<file path="config.mk">
export PLATFORM = sky130hd
export DESIGN_NAME = df_sign_accumulator
export DESIGN_NICKNAME = d
export VERILOG_FILES = /design/src/rtl/df_sign_accumulator.sv
export SDC_FILE = /design/constraint.sdc
export NUM_CORES = 1
export LEC_CHECK = 0
export CAP_MARGIN = 20
export CORE_MARGIN = 3
export CORE_UTILIZATION = 55
export DETAILED_ROUTE_END_ITERATION = 7
export MAX_ROUTING_LAYER = met4
export PLACE_DENSITY = 0.8
export SETUP_SLACK_MARGIN = 0.5
export SLEW_MARGIN = 40
export SYNTH_ARGS = -nofsm -noshare
export SYNTH_HDL_FRONTEND = slang
export SYNTH_SLANG_ARGS = --single-unit
</file>
<file path="constraint.sdc">
create_clock -name clk -period 4.2 [get_ports clk]
set_input_delay 0.84 -clock clk [delete_from_list [all_inputs] [get_ports clk]]
set_output_delay 0.84 -clock clk [all_outputs]
set_load 0.01 [all_outputs]
</file>
<file path="src/rtl/df_sign_accumulator.sv">
`timescale 1ns/1ps
// Sign-mask FIR core: a TAPS-deep delay line whose taps are summed or subtracted one per clock.
// Latency: acceptance at edge E0 -> result_valid pulse in the cycle after edge E0+TAPS.
// Backpressure: sample_ready is high only in IDLE; samples offered while busy are ignored, not queued.
module df_sign_accumulator #(
  parameter int WIDTH = 9,
  parameter int TAPS  = 4
) (
  input  logic             clk,
  input  logic             rst_n,
  input  logic [WIDTH-1:0] sample_in,
  input  logic             sample_valid,
  output logic             sample_ready,
  input  logic [TAPS-1:0]  sign_mask,
  output logic [WIDTH-1:0] result,
  output logic             result_valid
);

  localparam int CW = (TAPS > 1) ? $clog2(TAPS) : 1;

  typedef enum logic {
    IDLE,
    ACCUM
  } state_t;

  state_t           state;
  state_t           state_nxt;
  logic [WIDTH-1:0] taps [TAPS];
  logic [TAPS-1:0]  mask_q;
  logic [CW-1:0]    cnt;
  logic [WIDTH-1:0] acc;
  logic             accept;
  logic             last;
  logic [WIDTH-1:0] cur_tap;
  logic             cur_sub;
  logic [WIDTH-1:0] operand;
  logic [WIDTH-1:0] sum;

  // State register.
  always_ff @(posedge clk or negedge rst_n) begin
    if (!rst_n) begin
      state <= IDLE;
    end else begin
      state <= state_nxt;
    end
  end

  // Next-state logic and handshake decode.
  always_comb begin
    state_nxt    = state;
    sample_ready = 1'b0;
    accept       = 1'b0;
    last         = 1'b0;
    case (state)
      IDLE: begin
        sample_ready = 1'b1;
        if (sample_valid) begin
          accept    = 1'b1;
          state_nxt = ACCUM;
        end
      end
      ACCUM: begin
        if (cnt == CW'(TAPS - 1)) begin
          last      = 1'b1;
          state_nxt = IDLE;
        end
      end
      default: state_nxt = IDLE;
    endcase
  end

  // Add/subtract of the current tap; subtraction is a + ~b + 1, wrapping at WIDTH bits.
  always_comb begin
    cur_tap = taps[cnt];
    cur_sub = mask_q[cnt];
    operand = cur_sub ? ~cur_tap : cur_tap;
    sum     = acc + operand + {{(WIDTH-1){1'b0}}, cur_sub};
  end

  // Delay line: tap0 takes the newest sample, older samples move one tap down.
  always_ff @(posedge clk or negedge rst_n) begin
    if (!rst_n) begin
      for (int k = 0; k < TAPS; k++) taps[k] <= '0;
    end else if (accept) begin
      taps[0] <= sample_in;
      for (int k = 1; k < TAPS; k++) taps[k] <= taps[k-1];
    end
  end

  // Accumulator, tap counter, latched mask and result register.
  always_ff @(posedge clk or negedge rst_n) begin
    if (!rst_n) begin
      acc          <= '0;
      cnt          <= '0;
      mask_q       <= '0;
      result       <= '0;
      result_valid <= 1'b0;
    end else begin
      result_valid <= last;
      if (accept) begin
        acc    <= '0;
        cnt    <= '0;
        mask_q <= sign_mask;
      end else if (state == ACCUM) begin
        acc <= sum;
        cnt <= cnt + CW'(1);
        if (last) begin
          result <= sum;
        end
      end
    end
  end

endmodule

</file>
==> results of run 1 <==
==> worst paths after layout <==
path,startpoint,to,slack (ns),depth (start not counted)
setup / recovery,cnt[0],acc[7],0.98,8
hold / removal,rst_n,result[0],0.45,1
setup reg to reg,cnt[0],acc[7],0.98,8
hold reg to reg,result[0],result[0],0.48,2
max in group asynchronous,rst_n,taps[9],3.05,2
min in group clk,result[0],result[0],0.48,2
==> cell usage after synthesis, types with 2 or more instances <==
library cell / number / area share
a21oi_1: 5 / 0.0082
dfrtp_1: 62 / 0.51
ha_1: 8 / 0.033
a2111oi_0: 2 / 0.0057
inv_1: 4 / 0.0049
nand2_1: 22 / 0.027
a22o_1: 2 / 0.0057
nor2_1: 5 / 0.0062
mux2_2: 40 / 0.15
a21o_1: 4 / 0.0098
a221oi_1: 2 / 0.0057
xor2_1: 10 / 0.029
mux4_2: 10 / 0.074
o21a_1: 5 / 0.012
a211oi_1: 2 / 0.0049
o31ai_1: 4 / 0.0098
xnor2_1: 3 / 0.0086
a32oi_1: 2 / 0.0057
clkbuf_1: 3 / 0.0037
buf_1: 5 / 0.0062
o21ai_0: 13 / 0.021
==> per-layer routing <==
layer  vias to the layer above  part of all wire  track usage  routed length, um
met4                         0             0.023       0.1199                133
met5                         -                 0            -                  0
met2                        48              0.49       0.3245               2769
met1                       997              0.45       0.2580               2547
li1                        915                 -            -                  -
met3                        15             0.043      0.04372                246
==> per-stage QoR <==
stage,instances,setup WS [ns],area [um^2],utilization
2_1_floorplan,233,1.513,3052,-
3_3_place_gp,321,1.134,3363,0.6421
3_5_place_dp,321,1.021,3363,0.6421
4_1_cts,337,1.013,3586,0.6847
5_1_grt,337,0.8123,3588,0.6851
6_report,337,0.9760,3588,0.6851
==> area by class of cell <==
type,instances,share of cell area
Tap cell,70,0.02441
Inverter,4,0.004184
Multi-Input combinational cell,156,0.3989
Timing Repair Buffer,29,0.07810
Clock inverter,6,0.02371
Clock buffer,10,0.03835
Sequential cell,62,0.4324
==> worst max-delay path, stage by stage (launching register included) <==
cell,delay (ns)
dfrtp_1,0.61
mux4_2,0.73
xor2_1,0.22
ha_1,0.35
a21o_1,0.24
a21o_1,0.23
a2111oi_0,0.56
a221oi_1,0.12
nand2_1,0.09
==> sequential cells by signal (all words and copies together) (netlist names) <==
signal        count
mask_q            4
state             1
taps             36
cnt               2
acc               9
result            9
result_valid      1
==> layout by cell type, fill, tap and decap left out, types with 2 or more instances in the layout <==
| master | instances |
|---|---|
| o21ai_0 | 13 |
| mux4_2 | 10 |
| dfrtp_1 | 62 |
| o31ai_1 | 4 |
| nand2_1 | 22 |
| clkinv_2 | 2 |
| o21a_1 | 5 |
| buf_4 | 4 |
| clkinvlp_4 | 2 |
| a21o_1 | 4 |
| a211oi_1 | 2 |
| clkdlybuf4s50_1 | 25 |
| a32oi_1 | 2 |
| ha_1 | 8 |
| a2111oi_0 | 2 |
| bufinv_16 | 2 |
| clkbuf_8 | 10 |
| mux2_2 | 40 |
| nor2_1 | 5 |
| a21oi_1 | 5 |
| a221oi_1 | 2 |
| xor2_1 | 10 |
| inv_1 | 4 |
| xnor2_1 | 3 |
| a22o_1 | 2 |
==> kinds of logic (layout without fill, tap and decap cells) <==
kind of cell,count (synthesis),in the layout,synth area share
adders and majority gates,9,9,0.03936
muxes,52,52,0.2296
buffers and inverters,15,49,0.02255
and+or+nand+nor,36,36,0.05946
xor gates and xnor gates,13,13,0.03731
DFF,62,62,0.5084
AOI/OAI and AO/OA,46,46,0.1033
==> summary.md, run 1 <==
| Metric | Value |
|---|---|
| Data required, critical path | 4.48 ns |
| Final routed DRC violation total | 0 |
| Grt total ovfl | 0 |
| Post-synthesis net count | 258 |
| Chip Height | 80.49 um |
| Layout fillers | 368 |
| Clock Path Buffers | 2 |
| Storage cell area | 0.001551 mm^2 |
| Clock net sink count | 62 |
| HPWL after DPL | 4095 um |
| Hold Path Class | in2async |
| IO Pins | 27 |
| Synthesis-stage register bit count | 62 |
| Residual antenna-violating net count after detailed routing | 0 |
| Total routing usage reported by global routing | 0.2102 |
| Clock transition time at the flip-flop clock pins of the worst setup and hold paths | 0.07 ns |
| Post-synthesis instance total | 233 |
| Via count of the first global-routing pass | 2,035 |
| DIE AREA | 0.006479 mm^2 |
| Number of warning messages in the yosys log | 0 |
| Mean cell area of the mapped netlist | 13.10 um^2 |
| Number of hold violations in the final report | 0 |
| Post-CTS Setup Inserts | 0 |
| Final TNS setup | 0 ns |
| Largest net degree at the start of global routing | 41 |
| Clock tree from TritonCTS | built |
| Layout cell share with drive strength beyond 1 | 0.2734 |
| Capturing element type of the critical path | flop |
| Site row count | 26 |
| Post-Route Skew | 0.009695 ns |
| Area taken by multi-input logic gates | 0.001431 mm^2 |
| Via-per-instance ratio | 5.861 |
| Worst relative slew slack | 0.5238 |
| Fin Hold WS | 0.4460 ns |
| Sequential fraction of the synthesis area | 0.5084 |
| Max Cap Viol | 0 |
| Crit share post-route | 0.7676 |
| Number of antenna violations at the first check in global routing | 0 |
| I/O Buffers | 26 |
| First-pass GRT wire length | 9770 um |
| Startpoint Class | flop |
| Status | finished, final reports clean |
| Post-layout minimum cycle time | 3.224 ns |
| FMAX | 0.3102 GHz |
| Post-synthesis instance area | 0.003052 mm^2 |
| Overall die width | 80.49 um |
| Worst setup path category | reg2reg |
| Detailed router's first-iteration violation count | 106 |
| Cts bufs inserted | 9 |
| Number of buffers inserted for hold repair after clock tree synthesis | 0 |
| Placeable Area | 0.005238 mm^2 |
| Endpoint arrival time on the critical path | 3.50 ns |
| Unrepaired setup endpoints after global routing | false |
| Number of different library cells in the post-synthesis netlist | 41 |
| Clock Latency Late Sink | 0.34 ns |
| Post-cts repair resize count | 0 |
| Share of synthesized registers carrying an async set or reset | 1.000 |
| Syn-to-layout area delta | 17.59% |
| Maximum level of the CTS H-tree | 3 |
| Clock Root Buffer | clkbuf_8 |
| Initial standard-cell utilization of the core | 0.5827 |
| Routed wire length | 5697 um |
| Average wire length per cell after detail routing | 16.91 um |
| Crit Path Max Fanout | 10 |
| Leading register cell type out of synthesis | dfrtp_1 |
| Number of nets in the layout | 287 |
| Worst-Margin Slew | 0.7116 ns |
| Number of flops mapped to enable cells by yosys | 0 |
| Total via count after detailed routing | 1,975 |
| Final weighted congestion of routability-driven global placement | 0.8589 |
| Max Transition Viols Final | 0 |
| Drt pass-1 iters | 4 |
| Total setup violations reported at the end of the flow | 0 |
| Antenna diode count | 0 |
Power of run 1 is not shown: default switching activity piles up to over one toggle a cycle in this logic, so the estimate is an artifact.
==> run 2, diff against run 1 <==
==> constraint.sdc (replaced) <==
create_clock -name clk -period 3 [get_ports clk]
set_input_delay 0.6 -clock clk [delete_from_list [all_inputs] [get_ports clk]]
set_output_delay 0.6 -clock clk [all_outputs]
set_load 0.01 [all_outputs]
==> run 2 against run 1 <==
Flip-flop and latch count did not move. Non-clock buffer count rose by 28. First-iteration DRC count rose to 2.5 times the previous value. Utilization rose by 7.5 points. Worst hold slack got worse by 0.12 ns. Maximum frequency rose by 9.7%. Routed wire length rose by 16%. Worst setup slack got worse by 0.91 ns. Register-to-register slack got worse by 0.91 ns. Sequential share of layout area fell by 4.2 points. Critical path depth rose by 3. Critical path type unchanged.
==> summary.md, run 2 (synthesis results as in run 1) <==
| Metric | Value |
|---|---|
| Flip-flop count of the largest register after layout | 36 |
| FMAX | 0.3404 GHz |
| Via-per-instance ratio | 5.811 |
| HPWL after DPL | 3908 um |
| Startpoint Class | flop |
| Worst setup path category | reg2reg |
| Residual antenna-violating net count after detailed routing | 0 |
| Cells after DPL | 325 |
| Antenna diode count | 0 |
| Clock Latency Late Sink | 0.34 ns |
| Number of buffers inserted for hold repair after clock tree synthesis | 0 |
| Average wire length per cell after detail routing | 18.05 um |
| Overall die width | 80.49 um |
| Final Non-Filler Cells | 365 |
| Post-layout minimum cycle time | 2.938 ns |
| Maximum level of the CTS H-tree | 3 |
| Reg2Reg Depth | 11 |
| Max Transition Viols Final | 0 |
| Largest net degree at the start of global routing | 63 |
| DIE AREA | 0.006479 mm^2 |
| Worst-Margin Slew | 0.6846 ns |
| Hold Path Class | in2async |
| Crit share post-route | 0.9794 |
| Clock Root Buffer | clkbuf_8 |
| Chip Height | 80.49 um |
| Layout cell share with drive strength beyond 1 | 0.4169 |
| Layout fillers | 324 |
| Data required, critical path | 3.23 ns |
| Grt total ovfl | 0 |
| Endpoint arrival time on the critical path | 3.17 ns |
| Worst Setup Slack, final | 0.06194 ns |
| Via count of the first global-routing pass | 2,136 |
| Final weighted congestion of routability-driven global placement | 0.8818 |
| Initial standard-cell utilization of the core | 0.5827 |
| Clock tree from TritonCTS | built |
| Total setup violations reported at the end of the flow | 0 |
| Max Cap Viol | 0 |
| Post-Route Skew | 0.006594 ns |
| Commonest cells after routing, fill and taps aside | dfrtp_1, mux2_2, clkdlybuf4s50_1, buf_4, nand2_1 |
| Number of nets in the layout | 315 |
| Final routed DRC violation total | 0 |
| Routed wire length | 6590 um |
| Crit Path Max Fanout | 4 |
| Total via count after detailed routing | 2,121 |
| Drt pass-1 iters | 5 |
| Total routing usage reported by global routing | 0.2221 |
| Cts bufs inserted | 9 |
| Number of hold violations in the final report | 0 |
| Top register by number of flip-flops | taps |
| Clock Path Buffers | 2 |
| Worst relative slew slack | 0.5419 |
| Post-placement worst setup slack | 0.2205 ns |
| Clock transition time at the flip-flop clock pins of the worst setup and hold paths | 0.07 ns |
| Number of antenna violations at the first check in global routing | 0 |
| Site row count | 26 |
| Placeable Area | 0.005238 mm^2 |
| First-pass GRT wire length | 10,380 um |
| Syn-to-layout area delta | 30.38% |
| Final TNS setup | 0 ns |
| Top Registers | taps x36, acc x9, result x9 |
| IO Pins | 27 |
| Detailed router's first-iteration violation count | 270 |
| Unrepaired setup endpoints after global routing | true |
| Clock net sink count | 62 |
| I/O Buffers | 26 |
| Status | finished, final reports clean |
| Capturing element type of the critical path | flop |
| Most common cell after layout, fill and taps aside | dfrtp_1 |
[run 2: area by class of cell]
| class | instances | area, um^2 | share of cell area |
|---|---|---|---|
| tap | 70 | 87.58 | 0.02201 |
| timing repair buffer | 57 | 523.0 | 0.1314 |
| multi-input combinational | 156 | 1564 | 0.3931 |
| inverter | 4 | 18.77 | 0.004717 |
| sequential | 62 | 1551 | 0.3899 |
| clock buffer | 13 | 168.9 | 0.04245 |
| clock inverter | 3 | 65.06 | 0.01635 |
[run 2: stage by stage]
stage               hold slack [ns]    util  cell area [um^2]
floorplan                    0.3044       -              3082
global placement             0.4597  0.6529              3420
detailed placement           0.4634  0.6529              3420
CTS                          0.4340  0.7207              3775
global route                 0.3509  0.7597              3979
finish                       0.3230  0.7597              3979
[run 2: final timing paths]
path | slack (ns) | end | startpoint
max | 0.06 | result[5] | cnt[0]
max in group asynchronous | 2.29 | taps[15] | rst_n
max reg2reg | 0.06 | result[5] | cnt[0]
min | 0.32 | acc[6] | rst_n
min reg2reg | 0.46 | result[4] | result[4]
min in group clk | 0.46 | result[4] | result[4]
[run 2: metal layers]
layer	vias up	routed length, um	GRT usage
li1	976	-	-
met1	1041	2749	0.2814
met4	0	262	0.1030
met5	-	0	-
met2	79	3214	0.3353
met3	25	363	0.05830
[run 2: repair_timing]
item,4_1_cts,5_1_grt
endpoints found under the hold margin,0,0
setup buffers,11,13
pin swaps,9,22
resized for setup,8,22
endpoints found under the setup margin,12,14
[run 2: worst max-delay path: stages (launching register included)]
cell and delay [ns]:
dfrtp_1 0.41, buf_6 0.14, buf_12 0.09, mux4_2 0.53, xor2_1 0.24, ha_1 0.32
buf_6 0.15, a21oi_4 0.16, nor4b_4 0.24, a211oi_2 0.07, xor2_1 0.19, mux2_4 0.27
Power of run 2 is left out for the same reason.
==> run 3, diff against run 2 <==
==> constraint.sdc (replaced) <==
create_clock -name clk -period 3.7 [get_ports clk]
set_input_delay 0.74 -clock clk [delete_from_list [all_inputs] [get_ports clk]]
set_output_delay 0.74 -clock clk [all_outputs]
set_load 0.01 [all_outputs]
==> run 3 against run 2 <==
Worst setup slack gained 0.68 ns. Critical endpoint unchanged. Critical path type unchanged. First-iteration DRC count shrank 63%. Sequential share of layout area grew 4.1 points. Routed wire length shrank 14%. Die area is the same. Global-route usage shrank 2.0 points. Cell count shrank 6.0%. Non-clock buffer count shrank 21. Via count shrank 7.9%. Clock skew grew 0.0027 ns. Utilization shrank 7.1 points.
==> summary.md, run 3 (synthesis results as in run 1) <==
| Metric | Value |
|---|---|
| Critical register-to-register path endpoint | result[5] |
| Top register by number of flip-flops | taps |
| Number of nets in the layout | 294 |
| Placeable Area | 0.005238 mm^2 |
| Worst R2R Setup Slack | 0.74 ns |
| Post-route cell area | 0.003606 mm^2 |
| Largest net degree at the start of global routing | 42 |
| Hold Path Class | in2async |
| Cts bufs inserted | 9 |
| Total via count after detailed routing | 1,954 |
| Gr busiest metal | met2 |
| Via-per-instance ratio | 5.697 |
| Most common cell after layout, fill and taps aside | dfrtp_1 |
| DIE AREA | 0.006479 mm^2 |
| Final weighted congestion of routability-driven global placement | 0.9323 |
| Total routing usage reported by global routing | 0.2025 |
| Clock transition time at the flip-flop clock pins of the worst setup and hold paths | 0.07 ns |
| I/O Buffers | 26 |
| Top Registers | taps x36, acc x9, result x9 |
| Layout cell share with drive strength beyond 1 | 0.2894 |
| Worst R2R Start | cnt[0] |
| Max Cap Viol | 0 |
| Data required, critical path | 3.93 ns |
| Site row count | 26 |
| Max incr delay on CP | 0.52 ns |
| FMAX | 0.3378 GHz |
| Initial standard-cell utilization of the core | 0.5827 |
| Grt total ovfl | 0 |
| Worst relative slew slack | 0.5692 |
| Worst-Margin Slew | 0.6461 ns |
| Routed wire length | 5643 um |
| Status | finished, final reports clean |
| Endpoint arrival time on the critical path | 3.19 ns |
| Overall die width | 80.49 um |
| Drt pass-1 iters | 4 |
| Total setup violations reported at the end of the flow | 0 |
| Placed inst area | 0.003378 mm^2 |
| Final TNS setup | 0 ns |
| Unrepaired setup endpoints after global routing | false |
| Global routing usage on met3 | 0.05269 |
| Clock Path Buffers | 2 |
| Clock Root Buffer | clkbuf_8 |
| CP Cell Sequence | buf_4, mux4_2, xor2_1, ha_1, a21oi_1, nor4b_4, a211oi_2, xor2_1, mux2_4 |
| Crit Path Max Fanout | 7 |
| Worst setup path category | reg2reg |
| Average wire length per cell after detail routing | 16.45 um |
| Final routed DRC violation total | 0 |
| Clock net sink count | 62 |
| Syn-to-layout area delta | 18.16% |
| Grt met2 use | 0.3113 |
| Final core occ | 0.6885 |
| Flip-flop count of the largest register after layout | 36 |
| Post-layout minimum cycle time | 2.960 ns |
| Global-route met1 utilization | 0.2457 |
| Cell type of the slowest stage on the worst timing path | mux4_2 |
| Startpoint Class | flop |
| Chip Height | 80.49 um |
| Post-Route Skew | 0.009301 ns |
| Antenna diode count | 0 |
| Capturing element type of the critical path | flop |
| Commonest cells after routing, fill and taps aside | dfrtp_1, mux2_2, clkdlybuf4s50_1 |
| Clock tree from TritonCTS | built |
| Startpoint of the worst setup timing path | cnt[0] |
| Via count of the first global-routing pass | 1,945 |
| Max Transition Viols Final | 0 |
| HPWL after DPL | 3960 um |
| Reg2Reg Depth | 9 |
| Number of hold violations in the final report | 0 |
| Clock Latency Late Sink | 0.35 ns |
| Residual antenna-violating net count after detailed routing | 0 |
| Detailed router's first-iteration violation count | 99 |
| Crit share post-route | 0.8000 |
| Top delay family on crit path | multiplexers |
| IO Pins | 27 |
| Worst path bufs/invs | 1 |
| First-pass GRT wire length | 9459 um |
| Cell repeated most along the worst path | xor2_1 |
| Number of antenna violations at the first check in global routing | 0 |
| Maximum level of the CTS H-tree | 3 |
-- run 3: worst max path at each step --
stage	endpoint	slack [ns]	cells past startpoint
floorplan	result[5]	1.01	9
global placement	result[5]	0.66	8
detailed placement	result[5]	0.58	8
CTS	result[5]	0.57	8
global route	result[8]	0.53	10
finish	result[5]	0.74	9
-- run 3: timing repair --
action,in CTS,in global routing
buffers inserted,0,5
hold buffers,0,0
endpoints found under the setup margin,0,7
resized for setup,0,1
-- run 3: final cells by class --
type	count	area, um^2
clock buffers	11	141.4
clock inverters	4	47.55
fillers	380	1632
inverters	4	15.01
multi-input cells	156	1431
flip-flops and latches	62	1553
well taps	70	87.58
repair buffers	36	330.3
-- run 3: metrics by stage --
step           hold WS, ns  setup slack, ns  cells
2_1_floorplan       0.4444            1.013    233
3_3_place_gp        0.4603           0.6627    323
3_5_place_dp        0.4644           0.5773    323
4_1_cts             0.4169           0.5715    338
5_1_grt             0.4601           0.5256    343
6_report            0.4155           0.7398    343
-- run 3: routing by layer --
metal  up-vias  routed length [um]
li1        932                   -
met1       955                2524
met2        51                2682
met3        16                 265
met4         0                 170
met5         -                   0
Power of run 3 is left out for the same reason.
